--- config.mk ---
export PLATFORM = sky130hd
export DESIGN_NAME = ex_alu_ctrl
export DESIGN_NICKNAME = d
export VERILOG_FILES = /design/src/rtl/ex_alu_ctrl.sv
export SDC_FILE = /design/constraint.sdc
export NUM_CORES = 1
export LEC_CHECK = 0
export ABC_CLOCK_PERIOD_IN_PS = 3400
export CAP_MARGIN = 40
export CORE_UTILIZATION = 30
export CTS_BUF_LIST = sky130_fd_sc_hd__clkbuf_8
export DETAILED_ROUTE_END_ITERATION = 12
export GPL_ROUTABILITY_DRIVEN = 0
export GPL_TIMING_DRIVEN = 0
export SETUP_SLACK_MARGIN = 0.1
export SYNTH_ARGS = -nofsm -noshare
export SYNTH_HDL_FRONTEND = slang
export SYNTH_SLANG_ARGS = --single-unit
--- constraint.sdc ---
create_clock -name clk -period 3.4 [get_ports clk]
set_input_delay 0.34 -clock clk [delete_from_list [all_inputs] [get_ports clk]]
set_output_delay 0.34 -clock clk [all_outputs]
set_load 0.05 [all_outputs]
--- src/rtl/ex_alu_ctrl.sv ---
// ex_alu_ctrl: execute-stage controller for the 16-bit ALU.
//
// Holds one instruction in the EX register, drives the ALU operands and
// one-hot operation selects from it, captures the result into the EX/MEM
// output register and owns the architectural {O,N,Z} condition code register.
// Both sides use valid/ready handshakes; flush kills the EX register entry.
//
// Ports:
//   clk, rst                     rising-edge clock, synchronous active-low reset
//   in_valid/in_ready            decode-side handshake
//   in_op/src/dst/imm/rd         instruction fields from decode
//   flush                        drop the instruction held in EX
//   alu_src/dst/imm              operands to the ALU (EX register contents)
//   alu_add/not/ldm              ALU operation selects (one-hot or zero)
//   alu_result, alu_ccr          combinational ALU outputs
//   out_valid/out_ready          memory-side handshake
//   out_result, out_rd, out_wb   registered result, destination, write enable
//   ccr                          architectural flags {O,N,Z}
//   busy                         EX or output register occupied
module ex_alu_ctrl #(
    parameter int unsigned WIDTH = 16,
    parameter int unsigned RD_W  = 3
) (
    input  logic             clk,
    input  logic             rst,
    input  logic             in_valid,
    output logic             in_ready,
    input  logic [2:0]       in_op,
    input  logic [WIDTH-1:0] in_src,
    input  logic [WIDTH-1:0] in_dst,
    input  logic [WIDTH-1:0] in_imm,
    input  logic [RD_W-1:0]  in_rd,
    input  logic             flush,
    output logic [WIDTH-1:0] alu_src,
    output logic [WIDTH-1:0] alu_dst,
    output logic [WIDTH-1:0] alu_imm,
    output logic             alu_add,
    output logic             alu_not,
    output logic             alu_ldm,
    input  logic [WIDTH-1:0] alu_result,
    input  logic [2:0]       alu_ccr,
    output logic             out_valid,
    input  logic             out_ready,
    output logic [WIDTH-1:0] out_result,
    output logic [RD_W-1:0]  out_rd,
    output logic             out_wb,
    output logic [2:0]       ccr,
    output logic             busy
);

    localparam logic [2:0] OpAdd  = 3'b001;
    localparam logic [2:0] OpNot  = 3'b010;
    localparam logic [2:0] OpLdm  = 3'b011;
    localparam logic [2:0] OpClrf = 3'b100;
    localparam logic [2:0] OpMov  = 3'b101;

    // EX register
    logic             ex_valid_q, ex_valid_d;
    logic [2:0]       ex_op_q, ex_op_d;
    logic [WIDTH-1:0] ex_src_q, ex_src_d;
    logic [WIDTH-1:0] ex_dst_q, ex_dst_d;
    logic [WIDTH-1:0] ex_imm_q, ex_imm_d;
    logic [RD_W-1:0]  ex_rd_q, ex_rd_d;

    // EX/MEM output register and flags
    logic             out_valid_q, out_valid_d;
    logic [WIDTH-1:0] out_result_q, out_result_d;
    logic [RD_W-1:0]  out_rd_q, out_rd_d;
    logic             out_wb_q, out_wb_d;
    logic [2:0]       ccr_q, ccr_d;

    logic op_real;
    logic adv;
    logic acc;

    // NOP and the reserved encodings are consumed but never occupy EX.
    always_comb begin
        op_real = 1'b0;
        case (in_op)
            OpAdd, OpNot, OpLdm, OpClrf, OpMov: op_real = 1'b1;
            default:                            op_real = 1'b0;
        endcase
    end

    assign adv      = ex_valid_q & ~flush & (~out_valid_q | out_ready);
    assign in_ready = ~ex_valid_q | adv;
    assign acc      = in_valid & in_ready & ~flush & op_real;

    always_comb begin
        ex_valid_d   = ex_valid_q;
        ex_op_d      = ex_op_q;
        ex_src_d     = ex_src_q;
        ex_dst_d     = ex_dst_q;
        ex_imm_d     = ex_imm_q;
        ex_rd_d      = ex_rd_q;
        out_valid_d  = out_valid_q;
        out_result_d = out_result_q;
        out_rd_d     = out_rd_q;
        out_wb_d     = out_wb_q;
        ccr_d        = ccr_q;

        // A new instruction refills EX even while the old one advances.
        if (acc) begin
            ex_valid_d = 1'b1;
            ex_op_d    = in_op;
            ex_src_d   = in_src;
            ex_dst_d   = in_dst;
            ex_imm_d   = in_imm;
            ex_rd_d    = in_rd;
        end else if (adv || flush) begin
            ex_valid_d = 1'b0;
        end

        if (adv) begin
            out_valid_d = 1'b1;
            out_rd_d    = ex_rd_q;
            case (ex_op_q)
                OpAdd, OpNot, OpLdm: begin
                    out_result_d = alu_result;
                    out_wb_d     = 1'b1;
                end
                OpMov: begin
                    out_result_d = ex_src_q;
                    out_wb_d     = 1'b1;
                end
                default: begin
                    out_result_d = '0;
                    out_wb_d     = 1'b0;
                end
            endcase

            // Only committed instructions touch the flags; NOT never sets O.
            case (ex_op_q)
                OpAdd:   ccr_d = alu_ccr;
                OpNot:   ccr_d = {1'b0, alu_ccr[1:0]};
                OpClrf:  ccr_d = 3'b000;
                default: ccr_d = ccr_q;
            endcase
        end else if (out_valid_q && out_ready) begin
            out_valid_d = 1'b0;
        end
    end

    always_ff @(posedge clk) begin
        if (!rst) begin
            ex_valid_q   <= 1'b0;
            ex_op_q      <= 3'b000;
            ex_src_q     <= '0;
            ex_dst_q     <= '0;
            ex_imm_q     <= '0;
            ex_rd_q      <= '0;
            out_valid_q  <= 1'b0;
            out_result_q <= '0;
            out_rd_q     <= '0;
            out_wb_q     <= 1'b0;
            ccr_q        <= 3'b000;
        end else begin
            ex_valid_q   <= ex_valid_d;
            ex_op_q      <= ex_op_d;
            ex_src_q     <= ex_src_d;
            ex_dst_q     <= ex_dst_d;
            ex_imm_q     <= ex_imm_d;
            ex_rd_q      <= ex_rd_d;
            out_valid_q  <= out_valid_d;
            out_result_q <= out_result_d;
            out_rd_q     <= out_rd_d;
            out_wb_q     <= out_wb_d;
            ccr_q        <= ccr_d;
        end
    end

    assign alu_src = ex_src_q;
    assign alu_dst = ex_dst_q;
    assign alu_imm = ex_imm_q;
    assign alu_add = ex_valid_q && (ex_op_q == OpAdd);
    assign alu_not = ex_valid_q && (ex_op_q == OpNot);
    assign alu_ldm = ex_valid_q && (ex_op_q == OpLdm);

    assign out_valid  = out_valid_q;
    assign out_result = out_result_q;
    assign out_rd     = out_rd_q;
    assign out_wb     = out_wb_q;
    assign ccr        = ccr_q;
    assign busy       = ex_valid_q | out_valid_q;

endmodule

==> results of run 1 <==
## kinds of logic after synthesis
kind of cell	Yosys count	share of synthesized area
and+or+nand+nor	173	0.2177
buffers and inverters	28	0.04880
muxes	53	0.1567
DFF	79	0.4673
AOI/OAI and AO/OA	45	0.1094
## worst register-to-register path: stages (launching register included)
cell and delay [ns]:
dfxtp_1 0.36, nand3b_1 0.14, nand4b_2 0.19, nor2_4 0.42
buf_6 0.24, mux2i_1 0.21
## how the worst max path moves through the flow
stage / endpoint / slack, ns / cells past startpoint
floorplan: in_ready / 1.27 / 2
global placement: in_ready / 1.20 / 4
detailed placement: in_ready / 1.21 / 4
CTS: alu_add / 0.99 / 3
global route: alu_add / 0.93 / 3
finish: alu_add / 0.99 / 3
## metrics by stage
step           total power (W)  utilization  cell area, sq um
2_1_floorplan         0.001212            -              3385
3_3_place_gp          0.001389       0.4656              5091
3_5_place_dp          0.001392       0.4656              5091
4_1_cts               0.002155       0.4851              5305
5_1_grt               0.002212       0.4851              5305
6_report              0.002125       0.4851              5305
## report_power, final
part	internal, W	total, W	switching (W)
Combinational	0.000182	0.000391	0.000209
Sequential	0.000956	0.000977	0.0000212
Clock	0.000408	0.000758	0.000350
## registers in the layout, indices dropped and copies added (netlist names)
register	flops
out_rd	3
alu_dst	16
ex_valid_q	1
out_wb	1
ccr	3
ex_rd_q	3
ex_op_q	3
alu_src	16
out_valid	1
alu_imm	16
out_result	16
## synth_stat cells (all sizes together)
cell	n	share of area
nor3	1	0.0015
mux2i	53	0.16
o32ai	1	0.0026
o211a	1	0.0030
nand2	150	0.17
nand3	3	0.0044
o22ai	3	0.0055
a211oi	1	0.0059
dfxtp	79	0.47
o21a	1	0.0022
nor2	3	0.0055
nor3b	1	0.0022
o21ai	1	0.0015
nand4b	1	0.0044
a22o	16	0.041
nand3b	2	0.0044
and3b	1	0.0026
nand2b	5	0.0092
o21ba	1	0.0030
and4b	1	0.0030
or3b	1	0.0026
nor2b	2	0.0059
buf	14	0.033
or2	1	0.0018
a21boi	20	0.044
clkbuf	14	0.016
and4bb	1	0.0037
## cell type report
class                   instances  area (sq um)  share of cell area
plain buffers                  28         165.2             0.03113
clock buffers                   9         123.9             0.02335
multi-input cells             271          1638              0.3087
clock inverters                 7         90.09             0.01698
flip-flops and latches         79          1582              0.2981
well taps                     140         175.2             0.03302
repair buffers                153          1531              0.2887
## metal layers
layer  vias up  global-route usage
li1       1585                   -
met5         -                   0
met3        10             0.05787
met2       113              0.2716
met1      1430              0.2102
met4         0             0.05577
==> results.md, run 1 <==
- LEAKAGE: 1.940 nW
- First-iteration detailed-routing DRC count: 113
- Vias per cell: 4.568
- CTS Buffer Depth: 2
- Max VDD drop: 174.9 uV
- FMAX: 0.4152 GHz
- Post-DP HPWL: 7211 um
- Post-Syn Area: 3384 sq um
- Antenna violations before repair: 0
- Routed length per instance: 14.34 um
- Part of the cycle the worst path needs: 0.7084
- H-tree depth reported by CTS: 3
- Kind of critical path: reg -> out
- Rel. slew slack: 0.6347
- Starting Density: 0.3095
- DP Worst Slack: 1.208 ns
- Yosys reg bits: 79
- Max incr delay on CP: 0.85 ns
- Hold crit path type: reg -> reg
- Vias: 3,138
- Clock tree root driver cell: clkbuf_8
- Wl on met1: 4530 um
- Final worst setup slack: 0.9914 ns
- CTS Hold Bufs: 0
- Critical path capture point type: output pin
- DRC violations left: 0
- Pwr dens: 400.6 nW/um^2
- GR Overflow Total: 0
- Reg clk slew, reported paths: 0.08 ns
- Sequential fraction of the synthesis area: 0.4673
- Crit-path cells: nand2b_1 > nor3b_1 > clkdlybuf4s50_1
- Tot GR Track Use: 0.1689
- Core Rows: 38
- Syn nets: 456
- Critical Path Source Type: register
- Hold WS: 0.4551 ns
- Largest net degree at the start of global routing: 14
- Vias in the first global route: 3,106
- Worst-path maximum fanout: 8
- Inserted Diodes: 0
- Commonest non-fill, non-tap cell in the layout: clkdlybuf4s50_1
- Cells after Synth: 378
- RSZ-0062 raised after global routing: no
- Num ports: 155
- Layout area overhead: 56.75%
- PortBufs: 153
- Final setup fails: 0
- Setup Skew: 0.01023 ns
- Minimum clock period: 2.409 ns
- Die width: 108.2 um
- Die ar.: 11,710 sq um
- Placed Instances: 671
- FF-to-FF setup slack: 1.76 ns
- Share of cells above drive strength 1: 0.06399
- Final hold violation count: 0
- Die height: 108.2 um
- WHS Endpoint: out_result[8]
- DRT Pass-1 Iters: 4
- Status: finished clean
- Worst setup path start: ex_op_q[0]
- DRT antenna net count: 0
- Sink Count: 79
- Most frequent cells in the layout: 153 x clkdlybuf4s50_1, 150 x nand2_1, 79 x dfxtp_1
- Post-cts resize count: 0
- FF-to-FF Start: ex_valid_q
- Ys Warns: 0
- Post-CTS Setup Inserts: 0
- TritonCTS clock tree: built
- Arrival time worst endpoint: 2.07 ns
- Filler Cells Inserted: 1,094
- Slew Viols, Final: 0
- Buf/Inv on CP: 1
- Max-Cap Viols: 0
- Crit path required time: 3.06 ns
- Nets@finish: 620
- Slowest CP cell: clkdlybuf4s50_1
- Final setup TNS: 0 ns
- Count of different cell masters after synthesis: 32
- Top Metal Used: met4
- Syn Area/Cell: 8.954 sq um
- Core area: 10,940 sq um
- Min-delay src: out_result[8]
- Post-Layout Cell Count: 687
- Worst-margin pin slew: 0.5463 ns
- Clk_lat worst skew: 0.35 ns
- Routed WL: 9853 um
- Met3 WL post-DR: 912 um
- Reg2reg end: alu_src[14]
- First-pass GRT wire length: 15,320 um
- Worst Hold Depth: 2
- Routed met2 length: 4295 um
- CTS buffer count: 9
- FF-to-FF path depth: 5
- Critical path's top delay family: buffers and inverters
(Power assumes the default switching activity.)
==> run 2, diff against run 1 <==
ABC_CLOCK_PERIOD_IN_PS = 2400   (was 3400)
clock period = 2.4 ns   (was 3.4 ns; I/O delays follow)
==> results.md, run 2 (synthesis gave the netlist of run 1 again) <==
- Max-Cap Viols: 0 (unchanged)
- Die height: 108.2 um (unchanged)
- Top Metal Used: met4 (unchanged)
- Tot GR Track Use: 0.1689 (unchanged)
- Layout area overhead: 56.71% (was 56.75%)
- Core Util, Final: 0.4850 (was 0.4851)
- Sink Count: 79 (unchanged)
- Slew Viols, Final: 0 (unchanged)
- GR Overflow Total: 0 (unchanged)
- Internal power: 0.002190 W (was 0.001546 W)
- RSZ-0062 raised after global routing: no (unchanged)
- Most frequent cells in the layout: 152 x clkdlybuf4s50_1, 150 x nand2_1, 79 x dfxtp_1 (was 153 x clkdlybuf4s50_1, 150 x nand2_1, 79 x dfxtp_1)
- Max incr delay on CP: 0.80 ns (was 0.85 ns)
- Worst-path maximum fanout: 9 (was 8)
- Starting Density: 0.3095 (unchanged)
- Vias: 3,143 (was 3,138)
- Critical path capture point type: output pin (unchanged)
- Filler Cells Inserted: 1,095 (was 1,094)
- Routed WL: 9859 um (was 9853 um)
- Post-Layout Cell Count: 687 (unchanged)
- Core Rows: 38 (unchanged)
- DRC violations left: 0 (unchanged)
- Num ports: 155 (unchanged)
- Sw frac: 0.2728 (about the same)
- Final hold violation count: 0 (unchanged)
- Met3 WL post-DR: 933 um (was 912 um)
- Slowest CP cell: clkdlybuf4s50_1 (unchanged)
- Crit-path cells: and4bb_2 > clkdlybuf4s50_1 (was nand2b_1 > nor3b_1 > clkdlybuf4s50_1)
- Critical Path Source Type: register (unchanged)
- H-tree depth reported by CTS: 3 (unchanged)
- Part of the cycle the worst path needs: 0.8985
- First-iteration detailed-routing DRC count: 111 (was 113)
- Nets@finish: 620 (unchanged)
- Crit path required time: 2.16 ns (was 3.06 ns)
- First-pass GRT wire length: 15,320 um (unchanged)
- Sw power: 0.0008214 W (was 0.0005798 W)
- Share of cells above drive strength 1: 0.06399 (unchanged)
- CTS buffer count: 9 (unchanged)
- Minimum clock period: 2.156 ns
- Placed Instances: 671 (unchanged)
- Hold crit path type: in -> reg (was reg -> reg)
- Kind of critical path: reg -> out (unchanged)
- TritonCTS clock tree: built (unchanged)
- Min-delay src: in_src[15] (was out_result[8])
- Clock tree root driver cell: clkbuf_8 (unchanged)
- Pwr dens: 567.7 nW/um^2 (was 400.6 nW/um^2)
- Arrival time worst endpoint: 1.92 ns (was 2.07 ns)
- Routed length per instance: 14.35 um (was 14.34 um)
- Antenna violations before repair: 0 (unchanged)
- Setup Skew: 0.01023 ns (unchanged)
- Worst setup path start: ex_op_q[1] (was ex_op_q[0])
- Sequential Power Share: 0.460 (about the same)
- Commonest non-fill, non-tap cell in the layout: clkdlybuf4s50_1 (unchanged)
- FMAX: 0.4638 GHz
- Final setup TNS: 0 ns (unchanged)
- PortBufs: 153 (unchanged)
- Reg clk slew, reported paths: 0.09 ns (was 0.08 ns)
- Post-DP HPWL: 7211 um (unchanged)
- Rel. slew slack: 0.6347 (unchanged)
- Die width: 108.2 um (unchanged)
- Routed met2 length: 4291 um (was 4295 um)
- Inserted Diodes: 0 (unchanged)
- Worst-margin pin slew: 0.5463 ns (unchanged)
- FF-to-FF Start: ex_valid_q (unchanged)
- Final setup fails: 0 (unchanged)
- DRT antenna net count: 0 (unchanged)
- Vias in the first global route: 3,106 (unchanged)
- Max VDD drop: 247.8 uV (was 174.9 uV)
- Status: finished clean (unchanged)
- Largest net degree at the start of global routing: 14 (unchanged)
- Vias per cell: 4.575 (was 4.568)
- Core area: 10,940 sq um (unchanged)
- DRT Pass-1 Iters: 6 (was 4)
- Die ar.: 11,710 sq um (unchanged)
- CTS Buffer Depth: 2 (unchanged)
- Wl on met1: 4519 um (was 4530 um)
- Clock network fraction of design power: 0.357 (about the same)
- Combinational share of power: 0.184 (about the same)
- Clk_lat worst skew: 0.35 ns (about the same)
- LEAKAGE: 1.945 nW (was 1.940 nW)
[run 2: metrics by stage]
stage,hold WS (ns),area [sq um],setup WS (ns),power [W]
floorplan,0.3821,3385,0.3678,0.001716
global placement,0.4406,5091,0.3918,0.001968
detailed placement,0.4464,5091,0.3489,0.001972
CTS,0.4232,5304,0.2103,0.003053
global route,0.4313,5304,0.1725,0.003133
finish,0.4362,5304,0.2437,0.003011
[run 2: per-layer routing]
layer / global-route usage / up-vias
li1: - / 1585
met4: 0.05577 / 0
met2: 0.2716 / 115
met3: 0.05787 / 10
met5: 0 / -
met1: 0.2102 / 1433
[run 2: path summary, 6_finish.rpt]
path / depth (start not counted) / slack [ns] / to
setup / recovery: 2 / 0.24 / alu_not
hold / removal: 3 / 0.44 / alu_src[15]
hold reg to reg: 2 / 0.46 / out_result[8]
setup reg to reg: 5 / 0.77 / alu_src[14]
[run 2: layout make-up]
class | count | area [sq um] | area share
Buffer | 28 | 165.2 | 0.03114
Clock buffer | 9 | 123.9 | 0.02335
Clock inverter | 7 | 90.09 | 0.01699
Multi-Input combinational cell | 271 | 1638 | 0.3088
Sequential cell | 79 | 1582 | 0.2982
Tap cell | 140 | 175.2 | 0.03303
Timing Repair Buffer | 153 | 1530 | 0.2885
[run 2: power groups by stage]
stage          Sequential [W]  Clock, W  Combinational [W]
2_1_floorplan         0.00154         0           0.000173
3_3_place_gp          0.00141         0           0.000556
3_5_place_dp          0.00141         0           0.000558
4_1_cts               0.00138   0.00111           0.000561
5_1_grt               0.00139   0.00115           0.000590
6_report              0.00138   0.00107           0.000554
[run 2: critical path: cells and delay by family (launching register included)]
kind / cells / cell delay [ns]
buffers and inverters: 1 / 0.80
DFF: 1 / 0.50
and+or+nand+nor: 1 / 0.28
[run 2: timing repair]
item,in CTS,in global routing
gates resized for setup,1,0
hold buffers,0,0
setup endpoints to repair,1,0
setup buffers,0,0
==> run 3, diff against run 2 <==
ABC_CLOCK_PERIOD_IN_PS = default   (was 2400)
==> results of run 3 <==
Final layout, timing and power as in run 2 (identical DEF).
